### src/rtl/ms_timer_pkg.sv
// Shared types and widths for the millisecond timer slice.
package ms_timer_pkg;
  localparam int MS_W      = 32;
  localparam int DUR_W_DEF = 32;
  localparam int CNT_W_DEF = 16;

  typedef enum logic [1:0] {
    IDLE = 2'd0,
    RUN  = 2'd1,
    DONE = 2'd2
  } state_e;
endpackage

### src/rtl/ms_timer_if.sv
// Load handshake between a configuring master and the ms_timer slave.
interface ms_timer_if #(
  parameter int DUR_W = ms_timer_pkg::DUR_W_DEF
);
  logic             cfg_valid;
  logic             cfg_ready;
  logic [DUR_W-1:0] cfg_duration;
  logic             cfg_periodic;

  modport master (output cfg_valid, output cfg_duration, output cfg_periodic, input cfg_ready);
  modport slave  (input cfg_valid, input cfg_duration, input cfg_periodic, output cfg_ready);
endinterface

### src/rtl/ms_tick_sampler.sv
// Resynchronises the free-running ms count and emits the per-cycle increment.
module ms_tick_sampler
  import ms_timer_pkg::*;
#(
  parameter int SYNC_STAGES = 2
) (
  input  logic            sys_clk,
  input  logic            sys_rst,
  input  logic [MS_W-1:0] i_ms,
  output logic [MS_W-1:0] o_delta
);
  localparam int PC_W = $clog2(SYNC_STAGES + 1) + 1;

  logic [MS_W-1:0] r_sync [SYNC_STAGES];
  logic [MS_W-1:0] r_ms_prev;
  logic [PC_W-1:0] r_prime_cnt;
  logic            r_prime;

  always_ff @(posedge sys_clk or posedge sys_rst) begin
    if (sys_rst) begin
      for (int i = 0; i < SYNC_STAGES; i++) r_sync[i] <= '0;
      r_ms_prev   <= '0;
      r_prime_cnt <= PC_W'(SYNC_STAGES);
      r_prime     <= 1'b0;
    end else begin
      r_sync[0] <= i_ms;
      for (int i = 1; i < SYNC_STAGES; i++) r_sync[i] <= r_sync[i-1];
      r_ms_prev <= r_sync[SYNC_STAGES-1];
      // Hold delta at zero until both ms_s and ms_prev carry real samples.
      if (!r_prime) begin
        if (r_prime_cnt == '0) r_prime <= 1'b1;
        else                   r_prime_cnt <= r_prime_cnt - 1'b1;
      end
    end
  end

  // Unsigned subtraction wraps naturally across the 32-bit rollover.
  assign o_delta = r_prime ? (r_sync[SYNC_STAGES-1] - r_ms_prev) : '0;
endmodule

### src/rtl/ms_timer.sv
// Millisecond duration timer, one-shot or drift-free periodic.
// Optional MS_TIMER_PAUSE_EN adds a pause input that freezes a running timer.
module ms_timer
  import ms_timer_pkg::*;
#(
  parameter int DUR_W       = DUR_W_DEF,
  parameter int CNT_W       = CNT_W_DEF,
  parameter int SYNC_STAGES = 2
) (
  input  logic             sys_clk,
  input  logic             sys_rst,
  input  logic [MS_W-1:0]  milliseconds,
  ms_timer_if.slave        cfg,
  input  logic             stop,
`ifdef MS_TIMER_PAUSE_EN
  input  logic             pause,
`endif
  output logic [DUR_W-1:0] elapsed,
  output logic             busy,
  output logic             expired,
  output logic [CNT_W-1:0] expire_count
);
  localparam logic [1:0] S_IDLE = IDLE;
  localparam logic [1:0] S_RUN  = RUN;
  localparam logic [1:0] S_DONE = DONE;
  localparam int SUM_W = ((DUR_W > MS_W) ? DUR_W : MS_W) + 1;

  logic [1:0]       r_state;
  logic [DUR_W-1:0] r_duration;
  logic [DUR_W-1:0] r_elapsed;
  logic             r_periodic;
  logic             r_expired;
  logic [CNT_W-1:0] r_count;

  logic [MS_W-1:0]  w_delta;
  logic             w_pause;
  logic             w_run;
  logic             w_accept;
  logic             w_hit;
  logic             w_reload;
  logic [SUM_W-1:0] w_sum;
  logic [SUM_W-1:0] w_rem;

  ms_tick_sampler #(.SYNC_STAGES(SYNC_STAGES)) u_sampler (
    .sys_clk (sys_clk),
    .sys_rst (sys_rst),
    .i_ms    (milliseconds),
    .o_delta (w_delta)
  );

`ifdef MS_TIMER_PAUSE_EN
  assign w_pause = pause;
`else
  assign w_pause = 1'b0;
`endif

  assign w_run         = (r_state == S_RUN);
  assign cfg.cfg_ready = ~w_run;
  assign w_accept      = cfg.cfg_valid & ~w_run;

  assign w_sum    = SUM_W'(r_elapsed) + SUM_W'(w_delta);
  assign w_rem    = w_sum - SUM_W'(r_duration);
  // stop and pause both suppress an expiry that would land this cycle.
  assign w_hit    = w_run & ~stop & ~w_pause & (w_sum >= SUM_W'(r_duration));
  // A zero duration cannot reload without firing every cycle, so it is one-shot.
  assign w_reload = r_periodic & (r_duration != '0);

  always_ff @(posedge sys_clk or posedge sys_rst) begin
    if (sys_rst) begin
      r_state    <= S_IDLE;
      r_duration <= '0;
      r_elapsed  <= '0;
      r_periodic <= 1'b0;
      r_expired  <= 1'b0;
      r_count    <= '0;
    end else begin
      r_expired <= w_hit;
      if (w_hit && (r_count != '1)) r_count <= r_count + 1'b1;
      case (r_state)
        S_RUN: begin
          if (stop) begin
            r_state <= S_IDLE;
          end else if (!w_pause) begin
            if (w_hit) begin
              if (w_reload) begin
                r_elapsed <= DUR_W'(w_rem);
              end else begin
                r_elapsed <= r_duration;
                r_state   <= S_DONE;
              end
            end else begin
              r_elapsed <= DUR_W'(w_sum);
            end
          end
        end
        default: begin
          if (w_accept) begin
            r_duration <= cfg.cfg_duration;
            r_periodic <= cfg.cfg_periodic;
            r_elapsed  <= '0;
            r_state    <= S_RUN;
          end else if (stop) begin
            r_state <= S_IDLE;
          end
        end
      endcase
    end
  end

  assign elapsed      = r_elapsed;
  assign busy         = w_run;
  assign expired      = r_expired;
  assign expire_count = r_count;
endmodule
### src/flat_wrapper.sv
// flat-port wrapper written by rule: the top's interface ports become plain ports
module ms_timer_flat import ms_timer_pkg::*;
#(
  parameter int DUR_W       = DUR_W_DEF,
  parameter int CNT_W       = CNT_W_DEF,
  parameter int SYNC_STAGES = 2
)
  (sys_clk, sys_rst, milliseconds, stop, elapsed, busy, expired, expire_count, cfg_cfg_valid, cfg_cfg_duration, cfg_cfg_periodic, cfg_cfg_ready);
  ms_timer_if #(.DUR_W(DUR_W)) cfg_i ();
  input  logic sys_clk;
  input  logic sys_rst;
  input  logic [MS_W-1:0] milliseconds;
  input  logic stop;
  output logic [DUR_W-1:0] elapsed;
  output logic busy;
  output logic expired;
  output logic [CNT_W-1:0] expire_count;
  input wire logic [$bits(cfg_i.cfg_valid)-1:0] cfg_cfg_valid;
  input wire logic [$bits(cfg_i.cfg_duration)-1:0] cfg_cfg_duration;
  input wire logic [$bits(cfg_i.cfg_periodic)-1:0] cfg_cfg_periodic;
  output wire logic [$bits(cfg_i.cfg_ready)-1:0] cfg_cfg_ready;
  assign cfg_i.cfg_valid = cfg_cfg_valid;
  assign cfg_i.cfg_duration = cfg_cfg_duration;
  assign cfg_i.cfg_periodic = cfg_cfg_periodic;
  assign cfg_cfg_ready = cfg_i.cfg_ready;
  ms_timer #(.DUR_W(DUR_W), .CNT_W(CNT_W), .SYNC_STAGES(SYNC_STAGES)) u_core (.sys_clk(sys_clk), .sys_rst(sys_rst), .milliseconds(milliseconds), .cfg(cfg_i), .stop(stop), .elapsed(elapsed), .busy(busy), .expired(expired), .expire_count(expire_count));
endmodule
### config.mk
export PLATFORM = sky130hd
export DESIGN_NAME = ms_timer_flat
export DESIGN_NICKNAME = d
export VERILOG_FILES = /design/src/rtl/ms_timer_pkg.sv /design/src/rtl/ms_timer_if.sv /design/src/rtl/ms_tick_sampler.sv /design/src/rtl/ms_timer.sv /design/src/flat_wrapper.sv
export SDC_FILE = /design/constraint.sdc
export NUM_CORES = 1
export LEC_CHECK = 0
export CAP_MARGIN = 0
export CORE_MARGIN = 1.5
export CORE_UTILIZATION = 40
export CTS_BUF_LIST = sky130_fd_sc_hd__clkbuf_4 sky130_fd_sc_hd__clkbuf_8
export CTS_CLUSTER_SIZE = 40
export DETAILED_ROUTE_END_ITERATION = 16
export PLACE_DENSITY = 0.68
export SYNTH_ARGS = -nofsm -noshare
export SYNTH_HDL_FRONTEND = slang
export SYNTH_SLANG_ARGS = --single-unit
### constraint.sdc
create_clock -name sys_clk -period 14.02 [get_ports sys_clk]
set_input_delay 2.804 -clock sys_clk [delete_from_list [all_inputs] [get_ports sys_clk]]
set_output_delay 2.804 -clock sys_clk [all_outputs]
set_load 0.005 [all_outputs]
==> impl_metrics.csv, run 1 <==
group,metric,value,unit
synth,ys_seq_elements,184,
clock_tree,htreeDepth,4,
finish,layoutNonFillerInstCount,1773,
floorplanning,start_util,40.98,%
flow_run,cap_violations,0,
setup_path,crit_arrival,7860,ps
synth,synthCells,1270,
clock_tree,clock_sinks,184,
finish,multi_input_area,6726,sq um
sta,clock.fmax,133.7,MHz
synth,synth.avg_cell_area,9.361,sq um
power_and_ir_drop,p_leak,6.329,nW
synth,synth_top_area_cell,"dfrtp_1",
synth,yosysMostFrequentCell,"dfrtp_1",
place,gp_congestion,0.9287,
finish,postLayoutCellArea,13900,sq um
clock_tree,cts_buffers,17,
synth,syn-num-nets,1440,
clock_tree,ctsResizeCount,0,
setup_path,startpoint_type,"flop",
setup_path,slowest_stage,"nor2_2",
sta,maxSlewHeadroom,40.59,%
global_routing,grt_pass1_wl,49110,microns
global_routing,grt_pass1_vias,9266,
setup_path,crit_path_max_fanout,21,
power_and_ir_drop,total_power,3.647,mW
floorplanning,io_pins,120,
global_routing,antenna_found_initial,0,
synth,syn_area,11890,sq um
clock_tree,holdBufCountCts,0,
sta,hold_viol_final,0,
global_routing,grt_max_degree,112,
route,first_pass_iters,7,
setup_path,crit_path_frequent_cell,"ha_1",
floorplanning,die_area,30770,sq um
finish,fillers,2754,
route,drc_errors,0,
route,routed_wl,29910,microns
place,post-place-ws,6643,ps
floorplanning,die_h,175.4,microns
clock_tree,cts_buffer_depth,2,
route,routedWlPerCell,16.87,microns
status,status,"completed",
global_routing,grt.overflow.total,0,
sta,min_period_over_period,53.34,%
power_and_ir_drop,ir_worst_vdd,0.1884,mV
floorplanning,fp-row-count,62,
setup_path,crit_path_end_kind,"flop",
route,drt-vias-per-instance,5.508,
clock_tree,cts_tree,"built",
clock_tree,clk_latency,480,ps
place,dp_hpwl,22750,microns
setup_path,cp_slowest_stage_delay,460,ps
route,drtAntennaViolNets,0,
synth,synth.top_cell.area_share,38.52,%
synth,yosysSeqAreaShare,38.74,%
setup_path,worstSetupPathType,"flop to flop",
synth,yosysWarnings,0,
route,vias,9765,
place,io_buffers,119,
synth,async_flop_share,100.0,%
synth,synth_cell_types,77,
finish,area_delta_synth_final,16.89,%
place,postPlaceCellArea,13450,sq um
hold_path,min_path_type,"flop to flop",
clock_tree,cts_root_buffer,"clkbuf_8",
sta,setup_viol,0,
route,first_iter_violations,889,
global_routing,track_usage,19.93,%
power_and_ir_drop,power.density,262.4,nW/um^2
setup_path,worstPathRequired,14400,ps
sta,setup_tns,0,ps
sta,worst_pin_slew,891.1,ps
place,dp.cells,1741,
finish,layout-drive-gt1-share,7.415,%
sta,slew_viol_final,0,
synth,synth_edf_count,0,
synth,synth_area_leaders,"dfrtp_1 39%, ha_1 10%, mux2_2 3.4%",
synth,synthTopCellsByCount,"183 x dfrtp_1, 98 x ha_1, 98 x nand2_1, 97 x inv_1, 81 x nor2_1",
finish,seqCellArea,4606,sq um
sta,skew,19.89,ps
sta,period_minus_slack,7478,ps
sta,fin_ws,6542,ps
finish,diodes,0,
floorplanning,core_area,29010,sq um
sta,rsz0062_at_grt,"no",
finish,finalNetCount,1546,
clock_tree,cts_setup_buffers,0,
floorplanning,die_x,175.4,microns
clock_tree,clkTransAtPathRegs,110,ps
synth,ys.flop_type,"dfrtp_1",
## layout by cell type, fill, tap and decap left out, types with 16 or more instances in the layout
| master | instances |
|---|---|
| xor2_1 | 41 |
| nand2b_1 | 18 |
| nor4_1 | 23 |
| nand4_1 | 17 |
| a21o_1 | 28 |
| a211oi_1 | 19 |
| xnor2_1 | 36 |
| nand3_1 | 31 |
| ha_1 | 98 |
| o21a_1 | 18 |
| clkdlybuf4s50_1 | 119 |
| and3_1 | 16 |
| a21oi_1 | 74 |
| inv_1 | 96 |
| nor2_1 | 81 |
| o21ai_1 | 21 |
| clkbuf_8 | 17 |
| nor3_1 | 21 |
| nand2_1 | 98 |
| mux2_2 | 36 |
| dfrtp_1 | 183 |
| o21ai_0 | 63 |
## power breakdown
group / leakage, nW / total (mW) / switching, mW / internal (mW)
Combinational: 3.88 / 2.48 / 1.45 / 1.03
Sequential: 2.23 / 0.763 / 0.124 / 0.639
Clock: 0.221 / 0.408 / 0.204 / 0.204
Total: 6.33 / 3.65 / 1.77 / 1.87
## per-layer routing
layer  track usage (%)  part of all wire [%]  vias to the layer above
met5                 0                     0                        -
li1                  -                     -                     4822
met2             30.64                    44                      256
met3             3.160                   4.3                       24
met1             29.43                    50                     4663
met4             4.416                   1.3                        0
## area by class of cell
type                    instances  area share [%]
inverters                      99           2.728
clock buffers                  20           1.846
multi-input cells             946           48.40
well taps                     384           3.457
repair buffers                128           9.057
clock inverters                12           1.369
flip-flops and latches        184           33.14
## sequential cells by signal, indices dropped and copies added (netlist names)
register,flops
u_core.r_periodic,1
u_core.expire_count,16
u_core.r_state,2
u_core.u_sampler.r_ms_prev,32
u_core.u_sampler.r_prime,1
u_core.r_duration,32
u_core.expired,1
u_core.u_sampler.r_prime_cnt,3
u_core.elapsed,32
u_core.u_sampler.r_sync,64
## logic make-up (layout without fill, tap and decap cells)
family                     Yosys count  in the layout  synth area share, %
AOI/OAI and AO/OA                  358            358                20.41
xor gates and xnor gates            77             77                5.672
adders and majority gates          101            101                10.82
buffers and inverters              140            259                4.809
DFF                                184            184                38.74
muxes                               48             48                4.420
and+or+nand+nor                    362            362                15.13
## worst max-delay path, delay by kind of cell (launching register included)
| kind | cells | cell delay, ps |
|---|---|---|
| multiplexers | 1 | 300 |
| XOR/XNOR | 2 | 470 |
| buffers and inverters | 3 | 560 |
| adder cells (fa/ha/maj) | 4 | 1290 |
| flip-flops | 1 | 350 |
| AO/OA/AOI/OAI | 14 | 2650 |
| AND/OR/NAND/NOR | 6 | 1740 |
## metrics by stage
stage	hold WS (ps)	util, %
2_1_floorplan	331.2	-
3_3_place_gp	335.2	46.36
4_1_cts	352.9	47.90
5_1_grt	359.5	47.90
3_5_place_dp	335.5	46.36
6_report	352.6	47.90
## worst paths after layout
path | cells past startpoint | slack [ps] | start | end
max in group asynchronous | 3 | 9710 | sys_rst | u_core.u_sampler.r_ms_prev[23]$_DFF_PP0_
max reg2reg | 30 | 6540 | u_core.u_sampler.r_sync[0]$_DFF_PP0_ | u_core.expire_count[1]$_DFFE_PP0P_
min in group asynchronous | 2 | 2850 | sys_rst | u_core.u_sampler.r_sync[25]$_DFF_PP0_
min reg2reg | 0 | 350 | u_core.u_sampler.r_sync[36]$_DFF_PP0_ | u_core.u_sampler.r_sync[4]$_DFF_PP0_
min | 0 | 350 | u_core.u_sampler.r_sync[36]$_DFF_PP0_ | u_core.u_sampler.r_sync[4]$_DFF_PP0_
max | 30 | 6540 | u_core.u_sampler.r_sync[0]$_DFF_PP0_ | u_core.expire_count[1]$_DFFE_PP0P_
Power figures use the tool's default switching activity.
==> run 2: changes to the inputs <==
clock period = 7.1 ns   (was 14.02 ns; I/O delays follow)
==> impl_metrics.csv, run 2 (synthesis results as in run 1) <==
group,metric,value,unit
status,status,"completed",
sta,skew,25.71,ps
floorplanning,fp-row-count,62,
sta,maxSlewHeadroom,38.30,%
finish,layout-drive-gt1-share,9.531,%
place,dp_hpwl,23290,microns
route,first_iter_violations,714,
floorplanning,die_area,30770,sq um
sta,slew_viol_final,0,
setup_path,crit_arrival,6980,ps
route,vias,9885,
clock_tree,cts_buffer_depth,2,
clock_tree,cts_buffers,17,
route,drt-vias-per-instance,5.522,
setup_path,startpoint_type,"flop",
sta,hold_viol_final,0,
setup_path,worstSetupPathType,"flop to flop",
route,routed_wl,30290,microns
floorplanning,core_area,29010,sq um
route,routedWlPerCell,16.92,microns
floorplanning,die_x,175.4,microns
sta,setup_viol,0,
setup_path,crit_path_end_kind,"flop",
finish,finalNetCount,1563,
hold_path,min_path_type,"flop to flop",
clock_tree,cts_root_buffer,"clkbuf_8",
flow_run,cap_violations,0,
finish,seqCellArea,4606,sq um
clock_tree,clkTransAtPathRegs,90,ps
power_and_ir_drop,internal_power,3.774,mW
finish,diodes,0,
global_routing,grt_max_degree,135,
power_and_ir_drop,total_power,7.362,mW
global_routing,antenna_found_initial,0,
floorplanning,io_pins,120,
finish,final_common_cell,"dfrtp_1",
power_and_ir_drop,pwr-share-clk,9.8,%
setup_path,crit_path_frequent_cell,"o21ai_2",
setup_path,crit_path_max_fanout,24,
power_and_ir_drop,switching_share,48.74,%
global_routing,grt_pass1_wl,48890,microns
global_routing,grt_pass1_vias,9403,
route,drtAntennaViolNets,0,
finish,regMostFlops,"u_core.u_sampler.r_sync",
power_and_ir_drop,power_frac_seq,20.5,%
setup_path,cp_slowest_stage_delay,390,ps
floorplanning,die_h,175.4,microns
route,first_pass_iters,5,
power_and_ir_drop,p_leak,6.395,nW
setup_path,cp_top_family,"compound AO/OA/AOI/OAI gates",
clock_tree,holdBufCountCts,0,
place,gp_congestion,0.9244,
power_and_ir_drop,power.switching,3.588,mW
sta,rsz0062_at_grt,"no",
route,drc_errors,0,
power_and_ir_drop,comb_power_share,69.7,%
global_routing,track_usage,19.93,%
clock_tree,htreeDepth,4,
place,io_buffers,119,
sta,clock.fmax,150.8,MHz
setup_path,slowest_stage,"fa_1",
sta,period_minus_slack,6631,ps
finish,largest_reg_flops,64,
sta,min_period_over_period,93.39,%
finish,multi_input_area,6795,sq um
finish,fillers,2765,
clock_tree,clock_sinks,184,
global_routing,grt.overflow.total,0,
clock_tree,cts_tree,"built",
floorplanning,start_util,40.98,%
sta,setup_tns,0,ps
power_and_ir_drop,power.density,523.8,nW/um^2
sta,worst_pin_slew,925.5,ps
power_and_ir_drop,ir_worst_vdd,0.2688,mV
setup_path,crit_buf_inv,4,
finish,area_delta_synth_final,18.22,%
setup_path,worstPathRequired,7450,ps
finish,final_cell_mix,"183 x dfrtp_1, 119 x clkdlybuf4s50_1, 98 x nand2_1",
clock_tree,clk_latency,470,ps
setup_path,r2r_slack,470,ps
-- run 2: area by class of cell --
| cell class | instances | area share, % |
|---|---|---|
| Multi-Input combinational cell | 946 | 48.35 |
| Tap cell | 384 | 3.419 |
| Timing Repair Buffer | 145 | 9.953 |
| Clock inverter | 13 | 1.042 |
| Clock buffer | 19 | 1.772 |
| Inverter | 99 | 2.697 |
| Sequential cell | 184 | 32.77 |
-- run 2: routing by layer --
layer / vias up / GRT usage (%) / routed length [microns] / part of all wire, %
met3: 38 / 2.554 / 1297 / 4.3
li1: 4851 / - / - / -
met5: - / 0 / 0 / 0
met4: 0 / 5.840 / 636 / 2.1
met2: 277 / 30.51 / 13230 / 44
met1: 4719 / 29.36 / 15130 / 50
-- run 2: what timing repair did --
item                                    4_1_cts  5_1_grt
pin swaps                                     0        4
endpoints found under the setup margin        1       51
endpoints found under the hold margin         0        0
setup buffers                                 0        4
gates resized for setup                       1       17
-- run 2: path summary, 6_finish.rpt --
path / from / to / cells past startpoint
worst max-delay path: u_core.u_sampler.r_sync[0]$_DFF_PP0_ / u_core.elapsed[11]$_DFFE_PP0P_ / 31
worst min-delay path: u_core.u_sampler.r_sync[50]$_DFF_PP0_ / u_core.u_sampler.r_sync[18]$_DFF_PP0_ / 0
worst max register to register: u_core.u_sampler.r_sync[0]$_DFF_PP0_ / u_core.elapsed[11]$_DFFE_PP0P_ / 31
worst min register to register: u_core.u_sampler.r_sync[50]$_DFF_PP0_ / u_core.u_sampler.r_sync[18]$_DFF_PP0_ / 0
max in group asynchronous: sys_rst / u_core.u_sampler.r_sync[41]$_DFF_PP0_ / 3
min in group asynchronous: sys_rst / u_core.u_sampler.r_sync[26]$_DFF_PP0_ / 2
-- run 2: power by group through the flow --
| stage | registers [mW] | clock network, mW | logic (mW) |
|---|---|---|---|
| after floorplan | 1.42 | 0 | 3.76 |
| after global placement | 1.52 | 0 | 4.94 |
| after detailed placement | 1.52 | 0 | 4.97 |
| after CTS | 1.50 | 0.749 | 5.00 |
| after global routing | 1.53 | 0.787 | 5.63 |
| final | 1.51 | 0.724 | 5.13 |
-- run 2: stage by stage --
stage	setup slack (ps)	hold slack [ps]	cell area, sq um	std cells	utilization [%]
floorplan	681.3	331.2	11890	1270	-
global placement	214.1	334.6	13560	1754	46.74
detailed placement	8.021	334.7	13560	1754	46.74
CTS	63.78	352.7	13960	1786	48.11
global route	35.72	357.8	14050	1790	48.44
finish	469.0	351.0	14050	1790	48.44
==> run 3: changes to the inputs <==
CAP_MARGIN = unset   (was 0)
DONT_BUFFER_PORTS = 1   (was unset)
PLACE_DENSITY = 0.63   (was 0.68)
SYNTH_HIERARCHICAL = 1   (was unset)
==> impl_metrics.csv, run 3 <==
group,metric,value,unit
global_routing,grt.overflow.total,0,
global_routing,grt_pass1_wl,49020,microns
sta,min_period_over_period,94.20,%
synth,ys_seq_elements,184,
finish,finalNetCount,1478,
finish,largest_reg_flops,64,
status,status,"completed",
sta,period_minus_slack,6689,ps
synth,synth.top_cell.area_share,37.39,%
global_routing,grt_max_degree,86,
synth,yosysMostFrequentCell,"dfrtp_1",
finish,final_util,43.64,%
setup_path,rr_worst_depth,30,
global_routing,grt_pass1_vias,9624,
clock_tree,cts_root_buffer,"clkbuf_8",
sta,maxSlewHeadroom,31.59,%
synth,syn_area,12250,sq um
hold_path,worstHoldStart,"u_core/u_sampler/r_sync[53]$_DFF_PP0_",
place,gp_congestion,0.9055,
setup_path,crit_path_max_fanout,9,
sta,rsz0062_at_grt,"no",
clock_tree,cts_tree,"built",
floorplanning,io_pins,120,
sta,setup_viol,0,
hold_path,hold_end,"u_core/u_sampler/r_sync[21]$_DFF_PP0_",
setup_path,startpoint_type,"flop",
route,first_pass_iters,5,
floorplanning,die_x,178.0,microns
floorplanning,die_h,178.0,microns
finish,postLayoutCellArea,13040,sq um
route,drc_errors,0,
synth,yosysWarnings,6,
synth,synthCells,1327,
setup_path,crit_path_frequent_cell,"nor2b_1",
floorplanning,die_area,31680,sq um
synth,synth.avg_cell_area,9.231,sq um
clock_tree,cts_buffer_depth,2,
sta,clock.fmax,149.5,MHz
finish,final_cell_mix,"183 x dfrtp_1, 122 x nand2_1, 105 x a21oi_1",
route,drtAntennaViolNets,0,
power_and_ir_drop,ir_worst_vdd,0.3151,mV
sta,setup_tns,0,ps
power_and_ir_drop,p_leak,5.873,nW
setup_path,cp_slowest_stage_delay,410,ps
floorplanning,fp-row-count,63,
clock_tree,cts_buffers,17,
sta,worst_pin_slew,1026,ps
finish,diodes,0,
route,vias,9659,
route,first_iter_violations,674,
setup_path,worstSetupPathType,"flop to flop",
sta,hold_viol_final,0,
power_and_ir_drop,total_power,7.044,mW
synth,synth_top_area_cell,"dfrtp_1",
clock_tree,holdBufCountCts,0,
setup_path,r2r_slack,410,ps
finish,area_delta_synth_final,6.435,%
clock_tree,clock_sinks,184,
floorplanning,start_util,41.00,%
setup_path,crit_arrival,7060,ps
clock_tree,clk_latency,500,ps
setup_path,r2r_start,"u_core/u_sampler/r_sync[0]$_DFF_PP0_",
place,postPlaceCellArea,12630,sq um
route,routedWlPerCell,17.72,microns
sta,skew,16.23,ps
global_routing,antenna_found_initial,0,
setup_path,crit_path_end_kind,"flop",
synth,async_flop_share,100.0,%
finish,layout-drive-gt1-share,9.470,%
hold_path,min_path_cells,0,
synth,synth_edf_count,0,
route,drt-vias-per-instance,5.649,
setup_path,r2r-end,"u_core/expire_count[12]$_DFFE_PP0P_",
synth,syn-num-nets,1498,
setup_path,slowest_stage,"a2111oi_1",
place,io_buffers,0,
finish,regMostFlops,"u_core/u_sampler/r_sync",
route,routed_wl,30300,microns
setup_path,worstPathRequired,7480,ps
clock_tree,clkTransAtPathRegs,100,ps
synth,synthTopCellsByCount,"183 x dfrtp_1, 123 x nand2_1, 107 x a21oi_1, 100 x inv_1, 99 x ha_1",
global_routing,track_usage,19.77,%
clock_tree,cts_setup_buffers,0,
synth,yosysSeqAreaShare,37.60,%
place,dp_hpwl,23600,microns
hold_path,min_path_type,"flop to flop",
sta,slew_viol_final,0,
clock_tree,htreeDepth,4,
synth,synth_cell_types,94,
synth,synth_area_leaders,"dfrtp_1 37%, ha_1 10%, a21oi_1 4.4%",
power_and_ir_drop,power.density,540.3,nW/um^2
finish,final_common_cell,"dfrtp_1",
flow_run,cap_violations,0,
floorplanning,core_area,29870,sq um
synth,ys.flop_type,"dfrtp_1",
-- run 3: report_power, final --
part | switching [mW] | internal, mW
logic | 2.86 | 1.95
clock network | 0.410 | 0.313
registers | 0.254 | 1.26
total | 3.53 | 3.52
-- run 3: worst max-delay path, delay by kind of cell (launching register included) --
kind,cells,cell delay (ps)
XOR/XNOR,1,270
multiplexers,2,450
AND/OR/NAND/NOR,7,830
flip-flops,1,350
buffers and inverters,3,250
AO/OA/AOI/OAI,13,3170
adder cells (fa/ha/maj),4,1240
-- run 3: what timing repair did --
item	in CTS	in global routing
endpoints found under the setup margin	0	14
resized for setup	0	3
hold endpoints to repair	0	0
-- run 3: cell type report --
| type | instances | area (sq um) |
|---|---|---|
| Multi-Input combinational cell | 991 | 7058 |
| Timing Repair Buffer | 12 | 102.6 |
| Sequential cell | 184 | 4606 |
| Clock buffer | 20 | 269.0 |
| Tap cell | 390 | 488.0 |
| Clock inverter | 12 | 131.4 |
| Fill cell | 2900 | 16840 |
| Inverter | 101 | 382.9 |
-- run 3: logic make-up (layout without fill, tap and decap cells) --
| family | after synthesis | in the layout | share of synthesized area (%) |
|---|---|---|---|
| muxes | 48 | 48 | 4.290 |
| AOI/OAI and AO/OA | 381 | 381 | 21.48 |
| xor gates and xnor gates | 85 | 85 | 6.078 |
| and+or+nand+nor | 375 | 375 | 15.01 |
| DFF | 184 | 184 | 37.60 |
| adders and majority gates | 102 | 102 | 10.60 |
| buffers and inverters | 152 | 145 | 4.944 |
-- run 3: stage by stage --
| stage | hold WS [ps] | worst slack [ps] | std cells |
|---|---|---|---|
| global route | 362.9 | 21.06 | 1710 |
| finish | 349.9 | 411.5 | 1710 |
| detailed placement | 334.7 | 393.6 | 1678 |
| global placement | 335.7 | 480.7 | 1678 |
| CTS | 352.2 | 337.6 | 1710 |
| floorplan | 331.2 | 1146 | 1327 |
-- run 3: metal layers --
metal,wire [microns],vias up,track usage [%]
met5,0,-,0
li1,-,4720,-
met2,14220,259,32.34
met4,847,0,7.913
met3,2268,54,6.053
met1,12960,4626,24.23
-- run 3: worst max path at each step --
stage                                                    start                                   to  slack (ps)  depth (start not counted)
after global placement    u_core/u_sampler/r_sync[0]$_DFF_PP0_  u_core/expire_count[14]$_DFFE_PP0P_         480                         30
after floorplan           u_core/u_sampler/r_sync[0]$_DFF_PP0_  u_core/expire_count[12]$_DFFE_PP0P_        1150                         29
after global routing      u_core/u_sampler/r_sync[0]$_DFF_PP0_  u_core/expire_count[12]$_DFFE_PP0P_          20                         29
final                     u_core/u_sampler/r_sync[0]$_DFF_PP0_  u_core/expire_count[12]$_DFFE_PP0P_         410                         30
after detailed placement  u_core/u_sampler/r_sync[0]$_DFF_PP0_  u_core/expire_count[12]$_DFFE_PP0P_         390                         30
after CTS                 u_core/u_sampler/r_sync[0]$_DFF_PP0_  u_core/expire_count[12]$_DFFE_PP0P_         340                         30
